**src/rtl/fetch_unit.sv**
```systemverilog
// Instruction-fetch stage: owns the PC, addresses the cache and buffers {pc, inst} in a small FIFO for decode.
// Optional FETCH_PERF_EN adds stall/flush performance counters.
module fetch_unit #(
    parameter int          ADDR_W   = 6,
    parameter logic [31:0] RESET_PC = 32'h0000_0000,
    parameter int          DEPTH    = 2
) (
    input  logic              clk_i,
    input  logic              rst_i,
    output logic [ADDR_W-1:0] imem_addr_o,
    input  logic [31:0]       imem_inst_i,
    input  logic              halt_i,
    input  logic              redirect_i,
    input  logic [31:0]       redirect_pc_i,
    output logic              valid_o,
    input  logic              ready_i,
    output logic [31:0]       inst_o,
    output logic [31:0]       pc_o,
    output logic [31:0]       pc_plus4_o,
    output logic              misalign_o
`ifdef FETCH_PERF_EN
    ,
    output logic [31:0]       stall_cnt_o,
    output logic [15:0]       flush_cnt_o
`endif
);
    localparam int PW = $clog2(DEPTH);
    localparam int CW = PW + 1;

    logic [31:0]   pc_q, pc_d;
    logic [CW-1:0] cnt_q, cnt_d;
    logic [PW-1:0] rd_q, rd_d, wr_q, wr_d;
    logic          mis_q, mis_d;
    logic [31:0]   hold_inst_q, hold_pc_q;
    logic [31:0]   fifo_inst_q [DEPTH];
    logic [31:0]   fifo_pc_q   [DEPTH];
    logic          pop, push, full;

    assign full = (cnt_q == CW'(DEPTH));
    assign pop  = valid_o & ready_i;
    assign push = !halt_i & !redirect_i & (!full | pop);

    always_comb begin
        pc_d  = pc_q;
        cnt_d = cnt_q;
        rd_d  = rd_q;
        wr_d  = wr_q;
        mis_d = 1'b0;
        if (redirect_i) begin
            pc_d  = {redirect_pc_i[31:2], 2'b00};
            cnt_d = '0;
            rd_d  = '0;
            wr_d  = '0;
            mis_d = |redirect_pc_i[1:0];
        end else begin
            if (push) begin
                pc_d = pc_q + 32'd4;
                wr_d = wr_q + PW'(1);
            end
            if (pop)
                rd_d = rd_q + PW'(1);
            if (push && !pop)
                cnt_d = cnt_q + CW'(1);
            else if (pop && !push)
                cnt_d = cnt_q - CW'(1);
        end
    end

    always_ff @(posedge clk_i) begin
        if (rst_i) begin
            pc_q        <= RESET_PC;
            cnt_q       <= '0;
            rd_q        <= '0;
            wr_q        <= '0;
            mis_q       <= 1'b0;
            hold_inst_q <= '0;
            hold_pc_q   <= '0;
        end else begin
            pc_q  <= pc_d;
            cnt_q <= cnt_d;
            rd_q  <= rd_d;
            wr_q  <= wr_d;
            mis_q <= mis_d;
            // Shadow of the head so outputs keep their last value once the FIFO drains.
            if (valid_o) begin
                hold_inst_q <= fifo_inst_q[rd_q];
                hold_pc_q   <= fifo_pc_q[rd_q];
            end
        end
    end

    always_ff @(posedge clk_i) begin
        if (!rst_i && push) begin
            fifo_inst_q[wr_q] <= imem_inst_i;
            fifo_pc_q[wr_q]   <= pc_q;
        end
    end

    assign imem_addr_o = pc_q[ADDR_W+1:2];
    assign valid_o     = (cnt_q != '0);
    assign inst_o      = valid_o ? fifo_inst_q[rd_q] : hold_inst_q;
    assign pc_o        = valid_o ? fifo_pc_q[rd_q]   : hold_pc_q;
    assign pc_plus4_o  = pc_o + 32'd4;
    assign misalign_o  = mis_q;

`ifdef FETCH_PERF_EN
    logic [31:0] stall_cnt_q;
    logic [15:0] flush_cnt_q;

    always_ff @(posedge clk_i) begin
        if (rst_i) begin
            stall_cnt_q <= '0;
            flush_cnt_q <= '0;
        end else begin
            if (full && !pop && !(&stall_cnt_q))
                stall_cnt_q <= stall_cnt_q + 32'd1;
            if (redirect_i && !(&flush_cnt_q))
                flush_cnt_q <= flush_cnt_q + 16'd1;
        end
    end

    assign stall_cnt_o = stall_cnt_q;
    assign flush_cnt_o = flush_cnt_q;
`endif
endmodule

```
**config.mk**
```make
export PLATFORM = sky130hd
export DESIGN_NAME = fetch_unit
export DESIGN_NICKNAME = d
export VERILOG_FILES = /design/src/rtl/fetch_unit.sv
export SDC_FILE = /design/constraint.sdc
export NUM_CORES = 1
export LEC_CHECK = 0
export ABC_AREA = 1
export BUFFER_PORTS_ARGS = -buffer_cell sky130_fd_sc_hd__buf_2
export CORE_MARGIN = 1.5
export CORE_UTILIZATION = 40
export CTS_CLUSTER_SIZE = 24
export DETAILED_ROUTE_END_ITERATION = 12
export GPL_TIMING_DRIVEN = 0
export PLACE_DENSITY = 0.71
export SKIP_CTS_REPAIR_TIMING = 1
export SLEW_MARGIN = 20
export SYNTH_ARGS = -nofsm -noshare
export SYNTH_HDL_FRONTEND = slang
export SYNTH_SLANG_ARGS = --single-unit
```
**constraint.sdc**
```tcl
create_clock -name clk_i -period 8.15 [get_ports clk_i]
set_clock_uncertainty 0.15 [all_clocks]
set_input_delay 1.63 -clock clk_i [delete_from_list [all_inputs] [get_ports clk_i]]
set_output_delay 1.63 -clock clk_i [all_outputs]
set_load 0.01 [all_outputs]
```
After elaboration in Yosys (flattened, before gate mapping). Memories as Yosys holds them, arrays and structs flattened. A register that Yosys moved wholly into a read port is not among the register bits. Cells that the tools add are included. Widths: inputs -> output; s select.

Flip-flop bits (word level): 101. Memory bits (writable): 128. Bits of input ports: 69. Output and inout port bits: 104. Logic and storage cells: 49. Memories: 2.

$add $sub $neg: 6. Equality and inequality tests: 1. Mux-type cells: 12. Bitwise gates (word level): 5. Reduce and logical (&&, ||, !) cells: 15.

Memories: fifo_inst_q (depth 2, width 32, read ports 1, clocked after Yosys merged registers in 1, write ports 1, RTL line 35) `logic [31:0] fifo_inst_q [DEPTH];`; fifo_pc_q (depth 2, width 32, read ports 1, clocked after Yosys merged registers in 1, write ports 1, RTL line 36) `logic [31:0] fifo_pc_q [DEPTH];`.

Operators with widths (count): $mux 32 (4); $add 32x3->32 const B (2); $logic_not 1->1 (6); $mux 1 (6); $reduce_bool 2->1 (3); $reduce_or 2->1 (3); $mux 2 (2); $and 1x1->1 (3); $logic_and 1x1->1 (3); $add 1x1->1 const B (2); $add 2x1->2 const B (1); $eq 2x2->1 const B (1); $sub 2x1->2 const B (1); $not 1->1 (1); $or 1x1->1 (1).

Logic depth before layout (Yosys ltp). Gate-level depths: netlist of run 1.

Depth in word-level cells: 8. Mapped depth: 15. Gate-level depth less buffers: 13.

Worst setup path after synthesis of run 1. OpenSTA, ideal clock, no wires.

Kind: input to register. Start: input port rst_i. End: memory fifo_inst_q[0][0], enable pin. Library setup time: 558 ps. Arrival: 6286 ps. Data required time: 7442 ps. Path slack: 1156 ps. Cell stages on the path: 3. Buffers on the path: 2. Cell sequence: clkbuf_1 > clkbuf_1 > nor3_1.

Longest elaborated chain between the ends: 4.

RTL lines: start: declaration (RTL line 9) `input logic rst_i,`; $logic_not 1->1 (RTL line 93) `if (!rst_i && push) begin`; $logic_and 1x1->1 (RTL line 93); $mux 1 (RTL line 93); $mux 1 (not written as such) (RTL line 94) `fifo_inst_q[wr_q] <= imem_inst_i;`; end: declaration (RTL line 35).

No other way between the ends.

Final worst setup path of run 1.
Start: register cnt_q[0]. End: output port pc_plus4_o[16].

Longest elaborated chain between the ends: 3.

RTL lines: start: declaration (RTL line 31) `logic [CW-1:0] cnt_q, cnt_d;`; start signal: assignment (RTL line 80) `cnt_q <= cnt_d;`; $reduce_bool 2->1 (RTL line 100) `assign valid_o = (cnt_q != '0);`; $mux 32; $add 32x3->32 (RTL line 103) `assign pc_plus4_o = pc_o + 32'd4;`; end: declaration (RTL line 19) `output logic [31:0] pc_plus4_o,`.

No other way between the ends.

==> out/metrics.yaml, run 1 <==
worst_setup_path:
  crit_required_ps: 6370
  cp_max_fo: 10
  crit_path_max_delay_cell_type: "sky130_fd_sc_hd__nor2_1"
  worst_path_most_repeated_cell: "sky130_fd_sc_hd__nand2_1"
  setup_crit_end_kind: "output port"
  setup.reg_to_reg.worst_slack_ps: 5610
  critPathArrivalTime_ps: 2820
  nature_of_the_critical_path_startpoint: "register"
  timing.critical_path.slowest_cell_delay_ps: 340
  critPathTopFamily: "simple AND/OR/NAND/NOR gates"
  crit_chain: "inv_2 -> nand2_8 -> inv_4 -> buf_8 -> nand2_1 -> nand2_2 -> ha_1 -> nand3_2 -> nor2_1 -> nand2_1 -> xor2_1 -> buf_2"
  setup.worst_path.start: "cnt_q[0]$_SDFFE_PP0P_"
  critPathBufInv: 4
  critical_register_to_register_path_startpoint: "cnt_q[0]$_SDFFE_PP0P_"
  timing_worst_setup_path_type: "reg2out"
die:
  die_footprint_mm2: 0.02728
  floorplan.die.height_um: 165.2
  design.core.area_mm2: 0.02591
  die-width_um: 165.2
  std_cell_rows: 59
  initial_core_util_pct: 40.59
  io_pins: 173
layout:
  final_layout_size_suffix_gt1_share_pct: 21.92
  postLayoutCoreUtil_pct: 49.16
  number_of_inserted_diodes: 0
  finish.net_count: 1554
  area_delta_synth_final_pct: 21.10
  post_layout_nonfiller_instances: 1836
yosys:
  synthesis.area_mm2: 0.01052
  synth-seq-area-share_pct: 54.44
  synth.mux.area_fraction_pct: 0
  dominant_combinational_cell_family_by_area_after_synthesis: "simple AND/OR/NAND/NOR gates"
  post_synth_inst_count: 1269
  synth_compound_gate_area_share_pct: 6.567
  synth_warnings: 0
  register_bit_count_reported_by_yosys: 224
  yosys.area_share.xor_xnor_pct: 1.749
  post_synth_num_cell_types: 35
  synth_nets: 1341
  synth-adder-area-share_pct: 0.3569
  yosys.area_share.simple_pct: 29.86
  post_synth.cell_area_avg_um2: 8.288
global_route:
  grtUsageTotal_pct: 21.33
  grt_max_degree: 15
  gr-total-overflow: 0
  via_count_of_the_first_global_routing_pass: 8552
  grt_pass1_wl_mm: 44.94
  initial_antenna_violation_count: 0
timing:
  finalSetupViolations: 0
  timing.max_slew.rel_slack_pct: 53.30
  unrepaired_setup_endpoints_after_global_routing: "false"
  max_freq_mhz: 217.3
  final_sum_of_negative_setup_slack_ps: 0
  worst_pin_slew_ps: 700.5
  period_utilization_pct: 56.46
  layout_min_cycle_time_ps: 4602
  finalHoldViolations: 0
  slew_violations: 0
power_and_ir_drop:
  powerDensity_mw_per_mm2: 221.0
  power_switching_share_pct: 26.96
  p_int_mw: 2.056
  net_sw_power_mw: 0.7589
  power.combinational.fraction_pct: 14.9
  clkPwrFrac_pct: 39.7
  sequential_share_of_power_pct: 45.4
  max-vdd-ir-drop_uv: 151.6
  cellLeakagePower_nw: 5.577
placed_design:
  place.detailed.instances: 1790
  place.detailed.hpwl_mm: 21.72
  routabilityCongestion: 0.9152
  buffer_ports.inserted: 170
min_path:
  holdCritPathClass: "reg2reg"
  worst_hold_startpoint: "hold_pc_q[0]$_SDFF_PP0_"
drt:
  drc: 0
  route.final.wire_length_mm: 29.11
  avgRoutedWirePerCell_um: 15.86
  antenna_left: 0
  post_drt_via_cell_ratio: 4.937
  dr.first_iter.drc_count: 745
  detailedRoute.firstPassIterationCount: 5
  dr_total_vias: 9064
clock_network:
  worst_setup_hold_path_clk_slew_ps: 60
  clkLatencyLatePin_ps: 530
  h-tree-depth: 1
  ctsRootBufferMaster: "sky130_fd_sc_hd__clkbuf_16"
  cts-root-to-sink-buffers: 3
  clock_sink_count: 224
  cts_tree: "built"
  cts_made_buffers: 25
flow_run:
  maxCapViolCount: 0
status:
  result_of_the_run: "finished, final reports clean"
-- through the flow --
step / setup slack [ps] / hold WS (ps) / area (um2) / total power [mW]
finish: 3548 / 299.1 / 12740 / 2.815
global route: 3328 / 332.5 / 12740 / 2.930
CTS: 3530 / 303.4 / 12740 / 2.835
detailed placement: 3918 / 294.0 / 11930 / 1.717
global placement: -1718 / 286.1 / 11790 / 1.709
floorplan: 1156 / 274.6 / 10520 / 1.546
-- cell families (layout without fill, tap and decap cells) --
kind of cell               count (synthesis)  count (layout)
AOI/OAI and AO/OA                        132             132
xor gates and xnor gates                  21              21
DFF                                      224             224
adders and majority gates                  3               3
and+or+nand+nor                          728             728
buffers and inverters                    161             393
-- registers in the layout, indices dropped and copies added (netlist names), named ones only --
name         count
hold_pc_q       32
hold_inst_q     32
misalign_o       1
wr_q             1
pc_q            30
rd_q             1
fifo_inst_q     64
cnt_q            2
fifo_pc_q       60
-- area by class of cell --
cell class                 instances  area [um2]
timing repair buffer             186       978.4
fill                            2497       13170
multi-input combinational        884        4063
clock buffer                      30       644.4
inverter                         103       394.1
buffer                            58       345.3
clock inverter                    16       167.7
tap                              335       419.2
sequential                       224        5725
-- placed cells by master (no fill, tap or decap), types with 3 or more instances in the layout --
| cell | count |
|---|---|
| sky130_fd_sc_hd__bufinv_16 | 3 |
| sky130_fd_sc_hd__o211ai_1 | 6 |
| sky130_fd_sc_hd__inv_1 | 95 |
| sky130_fd_sc_hd__clkinv_1 | 3 |
| sky130_fd_sc_hd__clkbuf_16 | 25 |
| sky130_fd_sc_hd__buf_4 | 30 |
| sky130_fd_sc_hd__nor2_1 | 134 |
| sky130_fd_sc_hd__nand4_1 | 10 |
| sky130_fd_sc_hd__nand2_1 | 410 |
| sky130_fd_sc_hd__a31oi_1 | 9 |
| sky130_fd_sc_hd__buf_2 | 185 |
| sky130_fd_sc_hd__clkbuf_1 | 25 |
| sky130_fd_sc_hd__nor2_4 | 5 |
| sky130_fd_sc_hd__buf_6 | 7 |
| sky130_fd_sc_hd__o21ai_1 | 6 |
| sky130_fd_sc_hd__and2_1 | 32 |
| sky130_fd_sc_hd__o21ai_0 | 19 |
| sky130_fd_sc_hd__edfxtp_1 | 124 |
| sky130_fd_sc_hd__dfxtp_1 | 100 |
| sky130_fd_sc_hd__ha_1 | 3 |
| sky130_fd_sc_hd__inv_2 | 6 |
| sky130_fd_sc_hd__clkinv_2 | 5 |
| sky130_fd_sc_hd__nor2_2 | 17 |
| sky130_fd_sc_hd__xor2_1 | 21 |
| sky130_fd_sc_hd__nand3_1 | 70 |
| sky130_fd_sc_hd__or2_2 | 3 |
| sky130_fd_sc_hd__a21oi_1 | 91 |
| sky130_fd_sc_hd__nand2_2 | 30 |
| sky130_fd_sc_hd__nor3_1 | 9 |
-- Yosys cell counts, drive strengths merged --
cell type    n  share of area, %
ha           3              0.36
a31oi        9              0.54
nor4         1             0.060
nand2      441                17
clkbuf      20              0.71
xor2        21               1.7
edfxtp     124                35
inv        102               3.7
clkinv       1             0.083
nor3b        1             0.071
dfxtp      100                19
o211ai       6              0.43
o221ai       1             0.083
nand4       10              0.59
and2        32               1.9
a21oi       91               4.3
o21ai       25               1.2
nand3b       1             0.071
nand3       72               3.5
or2          3              0.18
buf         38               2.6
nor2       156               6.3
nor3        11              0.52
-- power groups by stage --
stage | sequential, mW | clock, mW | combinational (mW)
floorplan | 1.29 | 0 | 0.255
detailed placement | 1.30 | 0 | 0.417
CTS | 1.28 | 1.14 | 0.420
global placement | 1.30 | 0 | 0.407
global route | 1.28 | 1.18 | 0.466
finish | 1.28 | 1.12 | 0.420
-- worst min-delay path: cells and delay by family (launching register included) --
family / cells / cell delay [ps]
buffers and inverters: 1 / 60
flip-flops: 1 / 300
AND/OR/NAND/NOR: 1 / 50
-- metal layers --
layer,wire (um),up-vias,GRT usage [%]
met2,12650,325,33.26
met3,2247,63,3.846
met5,0,-,0
met4,1073,0,8.845
li1,-,4526,-
met1,13140,4150,29.16
-- final timing paths --
| check | cells past startpoint | to |
|---|---|---|
| hold reg to reg | 2 | hold_pc_q[0]$_SDFF_PP0_ |
| setup reg to reg | 9 | fifo_inst_q[0][25]$_DFFE_PP_ |
| setup / recovery | 12 | pc_plus4_o[16] |
| hold / removal | 2 | hold_pc_q[0]$_SDFF_PP0_ |
No activity file was read; power rests on OpenSTA's default activity.
==> run 2: changes to the inputs <==
--- a/config.mk
+++ b/config.mk
@@ -5,14 +5,14 @@
 export SDC_FILE = /design/constraint.sdc
 export NUM_CORES = 1
 export LEC_CHECK = 0
-export ABC_AREA = 1
+export ABC_AREA = 0
 export BUFFER_PORTS_ARGS = -buffer_cell sky130_fd_sc_hd__buf_2
 export CORE_MARGIN = 1.5
 export CORE_UTILIZATION = 40
 export CTS_CLUSTER_SIZE = 24
 export DETAILED_ROUTE_END_ITERATION = 12
 export GPL_TIMING_DRIVEN = 0
-export PLACE_DENSITY = 0.71
+export PLACE_DENSITY = 0.74
 export SKIP_CTS_REPAIR_TIMING = 1
 export SLEW_MARGIN = 20
 export SYNTH_ARGS = -nofsm -noshare
==> constraint.sdc (replaced) <==
create_clock -name clk_i -period 4.06 [get_ports clk_i]
set_clock_uncertainty 0.15 [all_clocks]
set_input_delay 0.812 -clock clk_i [delete_from_list [all_inputs] [get_ports clk_i]]
set_output_delay 0.812 -clock clk_i [all_outputs]
set_load 0.01 [all_outputs]
==> run 2 against run 1 <==
Compared with the run above: synthesized cell count fell by 38%; sequential share of layout area rose by 3.5 points; die area fell by 10%; critical endpoint is now pc_plus4_o[29]; largest power group unchanged; total power rose by 94%; clock power rose by 97%; clock-buffer cell count rose by 8; combinational power rose by 71%; critical path depth did not move; register-to-register slack got worse by 4400 ps; worst setup slack got worse by 3400 ps.
==> out/metrics.yaml, run 2 <==
die:
  design.core.area_mm2: 0.02285
  floorplan.die.height_um: 156.3
  die_footprint_mm2: 0.02441
  die-width_um: 156.3
  std_cell_rows: 55
  initial_core_util_pct: 41.12
  io_pins: 173
yosys:
  postSynth.asyncResetShare_pct: 0
  synth-edff-count: 124
  post_synth.cell_area_avg_um2: 11.94
  synth-adder-area-share_pct: 0.3996
  synth_compound_gate_area_share_pct: 4.648
  synth.mux.area_fraction_pct: 9.190
  post-synth-top-area-fraction_pct: 39.64
  post_synth_num_cell_types: 39
  synthesis.area_mm2: 0.009394
  netlist.top_cell.by_area: "sky130_fd_sc_hd__edfxtp_1"
  postSynth.topFlopCell: "sky130_fd_sc_hd__edfxtp_1"
  synth-seq-area-share_pct: 60.95
  synthTopCellsByCount: "sky130_fd_sc_hd__edfxtp_1 (124), sky130_fd_sc_hd__dfxtp_1 (100), sky130_fd_sc_hd__nor2_1 (76), sky130_fd_sc_hd__mux2i_1 (66), sky130_fd_sc_hd__nand2_1 (56)"
  post_synth_inst_count: 787
  synth_warnings: 0
  yosys.cell_count.top_type: "sky130_fd_sc_hd__edfxtp_1"
  synth_top_cells_by_area: "sky130_fd_sc_hd__edfxtp_1 (40%), sky130_fd_sc_hd__dfxtp_1 (21%), sky130_fd_sc_hd__mux2i_1 (7.0%), sky130_fd_sc_hd__xnor2_1 (4.2%), sky130_fd_sc_hd__nor2_1 (3.0%)"
  register_bit_count_reported_by_yosys: 224
  dominant_combinational_cell_family_by_area_after_synthesis: "simple AND/OR/NAND/NOR gates"
  yosys.area_share.simple_pct: 15.06
  yosys.area_share.xor_xnor_pct: 5.781
  synth_nets: 859
clock_network:
  clkLatencyLatePin_ps: 500
  ctsRootBufferMaster: "sky130_fd_sc_hd__clkbuf_16"
  worst_setup_hold_path_clk_slew_ps: 60
  clock_sink_count: 224
  cts-root-to-sink-buffers: 3
  cts_tree: "built"
  cts_made_buffers: 25
  h-tree-depth: 1
timing:
  worst_pin_slew_ps: 783.0
  layout_min_cycle_time_ps: 3949
  finalSetupViolations: 0
  slew_violations: 0
  period_utilization_pct: 97.28
  timing.max_slew.rel_slack_pct: 47.32
  final_sum_of_negative_setup_slack_ps: 0
  max_freq_mhz: 253.2
  hold_ws_ps: 337.6
  finalHoldViolations: 0
  setup_ws_ps: 110.6
drt:
  route.final.wire_length_mm: 23.39
  antenna_left: 0
  drc: 0
  dr_total_vias: 6619
  detailedRoute.firstPassIterationCount: 5
  post_drt_via_cell_ratio: 4.977
  dr.first_iter.drc_count: 494
  avgRoutedWirePerCell_um: 17.59
power_and_ir_drop:
  powerDensity_mw_per_mm2: 462.1
  max-vdd-ir-drop_uv: 260.8
  power.combinational.fraction_pct: 13.1
  clkPwrFrac_pct: 40.4
  power_switching_share_pct: 24.32
  cellLeakagePower_nw: 4.701
  sequential_share_of_power_pct: 46.5
  p_int_mw: 4.135
  net_sw_power_mw: 1.328
layout:
  layout.cell_area.non_filler_mm2: 0.01182
  final_layout_size_suffix_gt1_share_pct: 29.23
  final_cell_mix: "sky130_fd_sc_hd__buf_2 (175), sky130_fd_sc_hd__edfxtp_1 (124), sky130_fd_sc_hd__dfxtp_1 (100)"
  finish.net_count: 1070
  layout_commonest_cell: "sky130_fd_sc_hd__buf_2"
  area_delta_synth_final_pct: 25.85
  filler_cell_count: 2000
  largest_reg_flops: 64
  postLayoutCoreUtil_pct: 51.75
  largest_registers: "fifo_inst_q (64), fifo_pc_q (60)"
  registers.top_by_ff_count: "fifo_inst_q"
worst_setup_path:
  setup_crit_end_kind: "output port"
  critPathArrivalTime_ps: 2990
  timing_worst_setup_path_type: "reg2out"
  nature_of_the_critical_path_startpoint: "register"
  timing.critical_path.slowest_cell_delay_ps: 360
  crit_required_ps: 3100
  crit_chain: "nor2_4 -> inv_2 -> buf_6 -> buf_6 -> a21o_1 -> nor4_4 -> buf_4 -> nand4_4 -> buf_12 -> nor4_4 -> xnor2_1 -> buf_2"
  critPathBufInv: 6
  crit_path_max_delay_cell_type: "sky130_fd_sc_hd__dfxtp_1"
  critPathTopFamily: "buffers and inverters"
  cp_max_fo: 10
min_path:
  holdCritPathClass: "reg2reg"
placed_design:
  buffer_ports.inserted: 171
  place.detailed.hpwl_mm: 16.49
  placed_area_mm2: 0.01072
  dp_slack_ps: -408.0
  routabilityCongestion: 0.7738
status:
  result_of_the_run: "finished, final reports clean"
global_route:
  grt_max_degree: 36
  gr-total-overflow: 0
  initial_antenna_violation_count: 1
  grtUsageTotal_pct: 18.59
  via_count_of_the_first_global_routing_pass: 6294
  use_met2_pct: 31.92
  grt.met1_usage_pct: 24.35
  grt_pass1_wl_mm: 34.83
  grt.busiest_layer: "met2"
  use_met3_pct: 3.877
flow_run:
  maxCapViolCount: 0
[run 2: power groups by stage]
| stage | registers (mW) | clock network [mW] | logic [mW] |
|---|---|---|---|
| floorplan | 2.57 | 0 | 0.411 |
| global placement | 2.58 | 0 | 0.661 |
| detailed placement | 2.59 | 0 | 0.677 |
| CTS | 2.54 | 2.25 | 0.683 |
| global route | 2.55 | 2.35 | 0.779 |
| finish | 2.54 | 2.21 | 0.717 |
[run 2: cell families after synthesis]
group | count (synthesis)
simple gates | 264
flops | 224
mux | 84
buf+inv | 79
compound gates | 71
xor+xnor | 62
fa+ha+maj | 3
[run 2: path summary, 6_finish.rpt]
| kind | startpoint | end | slack (ps) | depth (start not counted) |
|---|---|---|---|---|
| worst min register to register | pc_q[31]$_SDFFE_PP0P_ | fifo_pc_q[1][31]$_DFFE_PP_ | 340 | 0 |
| worst max-delay path | cnt_q[0]$_SDFFE_PP0P_ | pc_plus4_o[29] | 110 | 12 |
| worst max register to register | pc_q[4]$_SDFFE_PP0P_ | pc_q[31]$_SDFFE_PP0P_ | 1240 | 6 |
| worst min-delay path | pc_q[31]$_SDFFE_PP0P_ | fifo_pc_q[1][31]$_DFFE_PP_ | 340 | 0 |
[run 2: layout make-up]
cell class                 count  area [um2]  share of cell area, %
buffer                        46       265.3                  2.244
clock inverter                 7       83.83                 0.7091
tap                          313       391.6                  3.313
timing repair buffer         185        1018                  8.615
multi-input combinational    484        3481                  29.44
inverter                      32       120.1                  1.016
sequential                   224        5725                  48.43
antenna                        1       2.502                0.02117
clock buffer                  38       734.5                  6.212
[run 2: routing by layer]
metal | vias to the layer above | part of all wire, %
met4 | 2 | 1.6
met2 | 253 | 48
met5 | - | 0.056
li1 | 3177 | -
met1 | 3152 | 43
met3 | 35 | 7.8
[run 2: metrics by stage]
stage          instances  total power, mW
6_report            1330            5.463
5_1_grt             1329            5.680
4_1_cts             1319            5.471
3_5_place_dp        1274            3.263
3_3_place_gp        1271            3.244
2_1_floorplan        787            2.982
